`src/rtl/branch_outcome_sequencer_pkg.sv`:
```
// Shared branch definitions: entry layout, sequencer state and tag width.
// The tag width here also sets the predictor FIFO depth.
package branch_outcome_sequencer_pkg;

   localparam int BRANCH_TAG_DEPTH = 4;
   localparam int BRANCH_TAG_BITS  = $clog2(BRANCH_TAG_DEPTH);

   // One in-flight branch: allocated, outcome known, outcome value
   typedef struct packed {
      logic valid_alloc;
      logic resolved;
      logic taken;
   } branch_entry_t;

   typedef enum logic {
      ST_RUN   = 1'b0,
      ST_FLUSH = 1'b1
   } seq_state_t;

endpackage

```
`src/rtl/branch_outcome_sequencer_table.sv`:
```
// Per-tag outcome table: an allocate write, a resolve write, a retire clear
// of the head entry, a head read and a resolve-side lookup. The synchronous
// clear discards every entry (wrong-path flush) and beats all other writes.
module branch_outcome_sequencer_table
   import branch_outcome_sequencer_pkg::*;
#(
   parameter int TAG_DEPTH = BRANCH_TAG_DEPTH
) (
   input  logic                         clk_i,
   input  logic                         rst_i,
   input  logic                         clr_i,
   input  logic                         alloc_we_i,
   input  logic [$clog2(TAG_DEPTH)-1:0] alloc_idx_i,
   input  logic                         res_we_i,
   input  logic [$clog2(TAG_DEPTH)-1:0] res_idx_i,
   input  logic                         res_taken_i,
   input  logic                         ret_we_i,
   input  logic [$clog2(TAG_DEPTH)-1:0] head_idx_i,
   output branch_entry_t                head_o,
   output logic                         res_valid_o,
   output logic                         res_resolved_o
);

   branch_entry_t entry_q [TAG_DEPTH];
   branch_entry_t entry_d [TAG_DEPTH];

   // Reads for the retire path and for qualifying an incoming resolve
   always_comb begin
      head_o         = entry_q[head_idx_i];
      res_valid_o    = entry_q[res_idx_i].valid_alloc;
      res_resolved_o = entry_q[res_idx_i].resolved;
   end

   // Next table contents; the three write ports never target the same entry
   always_comb begin
      entry_d = entry_q;
      if (clr_i) begin
         for (int i = 0; i < TAG_DEPTH; i++) entry_d[i] = '0;
      end else begin
         if (alloc_we_i) entry_d[alloc_idx_i] = '{valid_alloc: 1'b1, resolved: 1'b0, taken: 1'b0};
         if (res_we_i) begin
            entry_d[res_idx_i].resolved = 1'b1;
            entry_d[res_idx_i].taken    = res_taken_i;
         end
         if (ret_we_i) entry_d[head_idx_i] = '0;
      end
   end

   // Table storage register
   always_ff @(posedge clk_i) begin
      if (rst_i) begin
         for (int i = 0; i < TAG_DEPTH; i++) entry_q[i] <= '0;
      end else begin
         entry_q <= entry_d;
      end
   end

endmodule

```
`src/rtl/branch_outcome_sequencer.sv`:
```
// Branch outcome sequencer: tags predictions, accepts out-of-order outcomes,
// replays them in program order to the predictor and flushes on mispredict.
// Optional feature macro: BRANCH_STATS_EN (retired / mispredict counters).
// Handshake: alloc_i is accepted only in a cycle where full_o is low;
// executed_o is a one-cycle strobe with no back-pressure.
module branch_outcome_sequencer
   import branch_outcome_sequencer_pkg::*;
#(
   parameter int TAG_DEPTH = BRANCH_TAG_DEPTH
) (
   input  logic                         clk_i,
   input  logic                         rst_i,
   input  logic                         alloc_i,
   output logic [$clog2(TAG_DEPTH)-1:0] alloc_tag_o,
   output logic                         full_o,
   input  logic                         resolve_i,
   input  logic [$clog2(TAG_DEPTH)-1:0] resolve_tag_i,
   input  logic                         resolve_taken_i,
   output logic                         executed_o,
   output logic                         taken_o,
   input  logic                         mispredicted_i,
   output logic                         flush_o,
`ifdef BRANCH_STATS_EN
   output logic [31:0]                  retired_count_o,
   output logic [31:0]                  mispredict_count_o,
`endif
   output logic [$clog2(TAG_DEPTH):0]   pending_o
);

   localparam int TW = $clog2(TAG_DEPTH);

   seq_state_t    state_q, state_d;
   logic [TW-1:0] head_q, head_d;
   logic [TW-1:0] tail_q, tail_d;
   logic [TW:0]   count_q, count_d;

   branch_entry_t head_entry;
   logic          res_valid, res_resolved;
   logic          alloc_fire, resolve_fire, mispredict, table_clr;

   branch_outcome_sequencer_table #(.TAG_DEPTH(TAG_DEPTH)) u_table (
      .clk_i          (clk_i),
      .rst_i          (rst_i),
      .clr_i          (table_clr),
      .alloc_we_i     (alloc_fire),
      .alloc_idx_i    (tail_q),
      .res_we_i       (resolve_fire),
      .res_idx_i      (resolve_tag_i),
      .res_taken_i    (resolve_taken_i),
      .ret_we_i       (executed_o),
      .head_idx_i     (head_q),
      .head_o         (head_entry),
      .res_valid_o    (res_valid),
      .res_resolved_o (res_resolved)
   );

   // Outputs and accept strobes, all derived from registered state
   always_comb begin
      full_o       = (count_q == (TW+1)'(TAG_DEPTH)) | (state_q == ST_FLUSH);
      flush_o      = (state_q == ST_FLUSH);
      alloc_tag_o  = tail_q;
      pending_o    = count_q;
      executed_o   = (state_q == ST_RUN) & head_entry.valid_alloc & head_entry.resolved;
      taken_o      = head_entry.taken & executed_o;
      alloc_fire   = alloc_i & ~full_o;
      resolve_fire = resolve_i & res_valid & ~res_resolved & (state_q == ST_RUN);
      mispredict   = executed_o & mispredicted_i;
   end

   // FSM next state plus pointer / count update; a mispredict empties everything
   always_comb begin
      state_d   = state_q;
      head_d    = head_q;
      tail_d    = tail_q;
      count_d   = count_q;
      table_clr = 1'b0;
      case (state_q)
         ST_RUN: begin
            if (mispredict) begin
               state_d   = ST_FLUSH;
               head_d    = '0;
               tail_d    = '0;
               count_d   = '0;
               table_clr = 1'b1;
            end else begin
               head_d  = head_q + TW'(executed_o);
               tail_d  = tail_q + TW'(alloc_fire);
               count_d = count_q + (TW+1)'(alloc_fire) - (TW+1)'(executed_o);
            end
         end
         ST_FLUSH: begin
            state_d   = ST_RUN;
            table_clr = 1'b1;
         end
         default: state_d = ST_RUN;
      endcase
   end

   // State, pointer and count registers
   always_ff @(posedge clk_i) begin
      if (rst_i) begin
         state_q <= ST_RUN;
         head_q  <= '0;
         tail_q  <= '0;
         count_q <= '0;
      end else begin
         state_q <= state_d;
         head_q  <= head_d;
         tail_q  <= tail_d;
         count_q <= count_d;
      end
   end

`ifdef BRANCH_STATS_EN
   logic [31:0] retired_cnt_q, retired_cnt_d;
   logic [31:0] mispred_cnt_q, mispred_cnt_d;

   // Saturating retire and mispredict counters
   always_comb begin
      retired_cnt_d = retired_cnt_q;
      mispred_cnt_d = mispred_cnt_q;
      if (executed_o && retired_cnt_q != '1) retired_cnt_d = retired_cnt_q + 32'd1;
      if (mispredict && mispred_cnt_q != '1) mispred_cnt_d = mispred_cnt_q + 32'd1;
      retired_count_o    = retired_cnt_q;
      mispredict_count_o = mispred_cnt_q;
   end

   // Counter registers
   always_ff @(posedge clk_i) begin
      if (rst_i) begin
         retired_cnt_q <= '0;
         mispred_cnt_q <= '0;
      end else begin
         retired_cnt_q <= retired_cnt_d;
         mispred_cnt_q <= mispred_cnt_d;
      end
   end
`endif

endmodule

```
`config.mk`:
```
export PLATFORM = sky130hd
export DESIGN_NAME = branch_outcome_sequencer
export DESIGN_NICKNAME = d
export VERILOG_FILES = /design/src/rtl/branch_outcome_sequencer_pkg.sv /design/src/rtl/branch_outcome_sequencer_table.sv /design/src/rtl/branch_outcome_sequencer.sv
export SDC_FILE = /design/constraint.sdc
export NUM_CORES = 1
export LEC_CHECK = 0
export CAP_MARGIN = 0
export CORE_UTILIZATION = 48
export DETAILED_ROUTE_END_ITERATION = 10
export GPL_ROUTABILITY_DRIVEN = 0
export PLACE_DENSITY = 0.73
export SLEW_MARGIN = 20
export SYNTH_ARGS = -nofsm -noshare
export SYNTH_HDL_FRONTEND = slang
export SYNTH_SLANG_ARGS = --single-unit
export TNS_END_PERCENT = 30
```
`constraint.sdc`:
```
create_clock -name clk_i -period 3 [get_ports clk_i]
set_clock_uncertainty 0.1 [all_clocks]
set_input_delay 0.6 -clock clk_i [delete_from_list [all_inputs] [get_ports clk_i]]
set_output_delay 0.6 -clock clk_i [all_outputs]
set_load 0.005 [all_outputs]
```
After elaboration in Yosys (flattened, before gate mapping)
Index checks and enable logic that the tools add are counted.
- word-level logic and storage cells: 78
- register bits: 20
- output and inout port bits: 9
- input bits: 8
- mux-type cells: 27
- magnitude comparators: 6
- reduce and logical (&&, ||, !) cells: 4
- bitwise operators: 20
- equality and inequality tests: 1
- add/sub/neg operators: 4
- operators with widths (kind ; number):
    12-bit 2-to-1 mux ; 5
    12-bit bitwise mux ; 2
    3-bit demux with 2-bit select ; 4
    3-bit 2-to-1 mux ; 7
    12-bit bitwise AND ; 1
    3-bit binary-select mux with 2-bit select ; 2
    12-bit NOT ; 1
    3-bit greater-or-equal comparator, second input constant ; 3
    3-bit by 1-bit less-than comparator with 1-bit output, second input constant ; 3
    2-bit NOT with 3-bit output ; 3
    1-bit bitwise AND ; 8
    8-bit bitwise AND ; 1
    8-bit NOT ; 1
    2-bit 2-to-1 mux ; 3
    2-bit by 1-bit adder with 2-bit output ; 2
    4-bit bitwise OR ; 1
    1-bit case mux with 2 select lines ; 2
    3-bit by 1-bit adder with 3-bit output ; 1
    3-bit equality test, second input constant ; 1
    1-bit logical AND ; 3
    1-bit NOT ; 3
    3-bit by 1-bit subtractor with 3-bit output ; 1
    1-bit 2-to-1 mux ; 2
    2-bit OR reduction ; 1
    1-bit bitwise OR ; 1

Logic depth before layout (Yosys ltp)
- depth in word-level cells: 16
- depth in mapped cells: 13
- mapped depth without buffers: 12

Modules after synthesis
A second synthesis with hierarchy kept.
- cells, all modules: 108
- area, all modules: 1046.0 sq um
- modules (own cells, without submodules) (module ; area an instance (sq um) ; sequential area each (sq um) ; times used ; cells an instance):
    branch_outcome_sequencer_table ; 593.1 ; 240.2 ; 1 ; 61
    branch_outcome_sequencer ; 452.9 ; 160.2 ; 1 ; 47

Worst setup path after synthesis
OpenSTA, ideal clock, no wires.
- kind: register -> register
- start: register count_q[1], in the netlist pending_o[1]
- end: register count_q[2], in the netlist pending_o[2]
- setup time: 118 ps
- buffers on the path: 1
- stages on the path, launching flop included: 14
- arrival: 2458 ps
- data required time: 2782 ps
- clock period less this slack: 2675 ps
- slack: 325 ps
- cell sequence: dfxtp_1 or3b_2 clkbuf_1 and3_1 inv_1 ha_1 inv_1 ha_1 inv_1 fa_1 xnor2_1 and2_1 o21ai_1 a21oi_1
- longest elaborated chain between the ends: 7
- RTL lines (element ; RTL line ; RTL):
    start: declaration ; branch_outcome_sequencer.sv:35 ; logic [TW:0] count_q, count_d;
    start signal: assignment ; branch_outcome_sequencer.sv:110 ; count_q <= count_d;
    3-bit equality test ; branch_outcome_sequencer.sv:59 ; full_o = (count_q == (TW+1)'(TAG_DEPTH)) | (state_q == ST_FLUSH);
    1-bit bitwise OR ; branch_outcome_sequencer.sv:59 ;
    1-bit NOT ; branch_outcome_sequencer.sv:65 ; alloc_fire = alloc_i & ~full_o;
    1-bit bitwise AND ; branch_outcome_sequencer.sv:65 ;
    3-bit by 1-bit adder with 3-bit output (*) ; branch_outcome_sequencer.sv:88 ; count_d = count_q + (TW+1)'(alloc_fire) - (TW+1)'(executed_o);
    3-bit by 1-bit subtractor with 3-bit output (*) ; branch_outcome_sequencer.sv:88 ;
    3-bit 2-to-1 mux (*) ; branch_outcome_sequencer.sv:79 ; if (mispredict) begin
Every way passes the cells marked *; elsewhere a longest branch is shown, timed or not.
A chain may end at the register's enable or synchronous reset.

Worst setup path in the final report
- start: register count_q[2], in the netlist pending_o[2]
- end: register count_q[2], in the netlist pending_o[2]
The elaborated chain is that of the path after synthesis.

==> summary.md <==
- **Sw Pwr** 169.1 uW
- **Logic pwr share** 24.0%
- **most common flop cell mapped by yosys** dfxtp_1
- **share of Yosys cell area claimed by the top area cell type** 37.74%
- **clock root buffer** clkbuf_4
- **last element of the critical path** pending_o[2]
- **fin crit share** 92.38%
- **synthesized cell area** 0.001061 sq mm
- **area of the core region** 0.002022 sq mm
- **number of distinct standard cells referenced by the synthesized netlist** 37
- **Crit Reg-Reg Startpoint** pending_o[2]
- **Die W** 49.02 um
- **Leakage Power** 0.0005004 uW
- **launch point of the critical path** pending_o[2]
- **total routing resource utilization after global routing** 21.29%
- **Final setup viols** 0
- **maximum buffer depth of the clock tree** 2
- **Cells after Synth** 117
- **Tightest Pin Transition** 0.5119 ns
- **number of I/O port buffers** 16
- **slowest stage delay, CP** 0.55 ns
- **clock buffers created by TritonCTS** 3
- **most repeated cell in the gate-level netlist after synthesis** dfxtp_1
- **synthesized area per cell** 9.069 sq um
- **first-pass iteration count of the detailed router** 4
- **initial antenna violation count** 0
- **y dimension of the die** 49.02 um
- **synth cell count leaders** 20 x dfxtp_1, 16 x a21oi_1, 9 x inv_1, 9 x nand2_1, 9 x nor2_1
- **global-route wire length before repair** 3981 um
- **unrepaired setup endpoints after global routing** false
- **clock input transition at the sequential cells of the worst setup and hold paths** 0.11 ns
- **asr flop ratio synth** 0%
- **WP data arrival** 2.87 ns
- **post-detail-place hpwl** 1858 um
- **R2R cell count** 12
- **vias post-DR** 951
- **setup TNS** 0 ns
- **clock tree sinks** 20
- **reported max-cap violation count** 0
- **top post-synthesis cells by area** dfxtp_1 38%, a21oi_1 7.5%, ha_1 4.7%, inv_1 3.2%, nand2_1 3.2%
- **Antenna Violating Nets Remaining** 0
- **number of hold-repair buffers added at the cts stage** 0
- **cell type with the largest total area after synthesis** dfxtp_1
- **DR DRC count** 0
- **portion of total power attributed to sequential cells** 53.7%
- **Critical Path Source Type** flop
- **H-tree lvl count** 1
- **fraction of power spent switching nets** 29.05%
- **min-delay src** u_table.entry_q[1]
- **TritonCTS clock tree** done
- **CP Max Fanout** 7
- **number of nets in the finished design** 152
- **Site Rows** 16
- **via count normalized by instance count** 5.799
- **most frequent cell on the critical path** inv_1
- **final routed wirelength across all metal layers** 2371 um
- **Req. time, crit path** 3.10 ns
- **slew margin rel.** 65.80%
- **post-synthesis sequential element count** 20
- **minimum setup slack among reg-to-reg paths** 0.23 ns
- **number of warnings issued by yosys** 0
- **achievable frequency** 0.3608 GHz
- **post-DR wirelength/cell** 14.46 um
- **Max stage delay cell, worst path** or3b_2
- **CP Capture Type** flop
- **Reg-to-Reg End** pending_o[2]
- **layout cells sized above 1** 14.60%
- **vias in the first global route** 935
- **Hold Vio Cnt, Final** 0
- **classification of the worst setup path** flop to flop
- **leftover overflow at the end of global routing** 0
- **antenna cells** 0
- **Fin Hold WS** 0.3760 ns
- **number of enable-type register cells in the synthesized netlist** 0
- **initial standard-cell utilization of the core** 52.48%
- **design internal power** 413.0 uW
- **Period minus WS final** 2.772 ns
- **floorplan die area** 0.002402 sq mm
- **crit path cell chain** or3b_2, and3_1, inv_1, ha_1, inv_1, ha_1, inv_1, fa_1, xnor2_1, and2_1, o21ai_1, a21oi_1
- **area delta synth->final** 22.17%
- **number of DRC violations after detailed-routing iteration 0** 25
- **maximum number of pins on one net before global-route repair** 11
- **Hold Path Class** flop to flop
- **pwr dens** 449.1 mW/mm^2
- **Clk Latency, worst-skew pair** 0.30 ns
- **number of pins with negative max-slew slack in the final report** 0
- **Mapped Nets** 130
- **sequential fraction of the synthesis area** 37.74%
- **clock network power share** 22.3%
- **VDD IR max** 296.5 uV
- **I/O Pins** 17
- **run status** finished clean
[cells by family after synthesis]
| logic type | Yosys count | share of synthesized area, % |
|---|---|---|
| buffers and inverters | 11 | 4.008 |
| muxes | 1 | 2.477 |
| DFF | 20 | 37.74 |
| and+or+nand+nor | 54 | 32.43 |
| xor gates and xnor gates | 1 | 0.8256 |
| adders and majority gates | 5 | 6.604 |
| AOI/OAI and AO/OA | 25 | 15.92 |
[worst min-delay path by stage]
stage                              end  slack [ns]  depth (start not counted)
floorplan           u_table.entry_q[2]        0.33                          2
global placement    u_table.entry_q[8]        0.35                          2
detailed placement  u_table.entry_q[7]        0.36                          2
CTS                 u_table.entry_q[1]        0.38                          2
global route        u_table.entry_q[6]        0.41                          2
finish              u_table.entry_q[1]        0.38                          2
[routing by layer]
| layer | part of all wire (%) | global-route usage, % | vias up |
|---|---|---|---|
| met5 | 0 | 0 | - |
| li1 | - | - | 469 |
| met2 | 45 | 36.34 | 34 |
| met3 | 7.3 | 2.804 | 4 |
| met4 | 1.1 | 7.353 | 0 |
| met1 | 46 | 27.41 | 444 |
[registers in the layout, summed over array words and instances (netlist names)]
signal           count
pending_o            3
alloc_tag_o          2
head_q               2
flush_o              1
u_table.entry_q     12
[placed cells by master (no fill, tap or decap), types with 2 or more instances in the layout]
master	n
dfxtp_2	2
a21oi_1	16
ha_1	4
nand2_1	9
nand3b_1	2
clkbuf_4	3
and2_1	2
or2_2	2
clkdlybuf4s50_1	16
o21ai_0	3
a22o_1	3
and3_1	2
inv_1	9
dfxtp_1	18
nor2_1	8
nor3b_1	2
buf_4	3
nand4b_1	3
nand4_1	4
nand3_1	6
[what timing repair did]
action / in CTS / in global routing
gates resized for setup: 0 / 3
setup endpoints to repair: 0 / 2
setup buffers: 0 / 0
[power by group through the flow]
stage                     clock (uW)  sequential (uW)  combinational (uW)
after floorplan                    0              314                77.9
after CTS                        129              312                 141
after detailed placement           0              318                 141
after global placement             0              316                 137
final                            130              313                 140
after global routing             140              316                 155
[critical path: cells and delay by family, from the launching register on]
family / cells / cell delay (ns)
buffers and inverters: 3 / 0.15
flip-flops: 1 / 0.42
AND/OR/NAND/NOR: 3 / 0.94
adder cells (fa/ha/maj): 3 / 0.71
AO/OA/AOI/OAI: 2 / 0.20
XOR/XNOR: 1 / 0.15
[through the flow]
stage               setup slack [ns]  instance area [sq um]  utilization, %  power (uW)  cells
global route                 0.01524                   1296           64.11       611.1    164
CTS                          0.09004                   1291           63.86       582.1    164
finish                        0.2285                   1296           64.11       582.1    164
detailed placement           0.09703                   1269           62.75       458.9    161
floorplan                     0.3245                   1061               -       391.6    117
global placement              0.1655                   1269           62.75       452.9    161
[final cells by class]
type                            count  area (sq um)
Timing Repair Buffer               19         182.7
Tap cell                           27         33.78
Multi-Input combinational cell     86         620.6
Inverter                            9         33.78
Clock buffer                        3         22.52
Sequential cell                    20         402.9
Fill cell                         186         725.7
(Power assumes the default switching activity.)
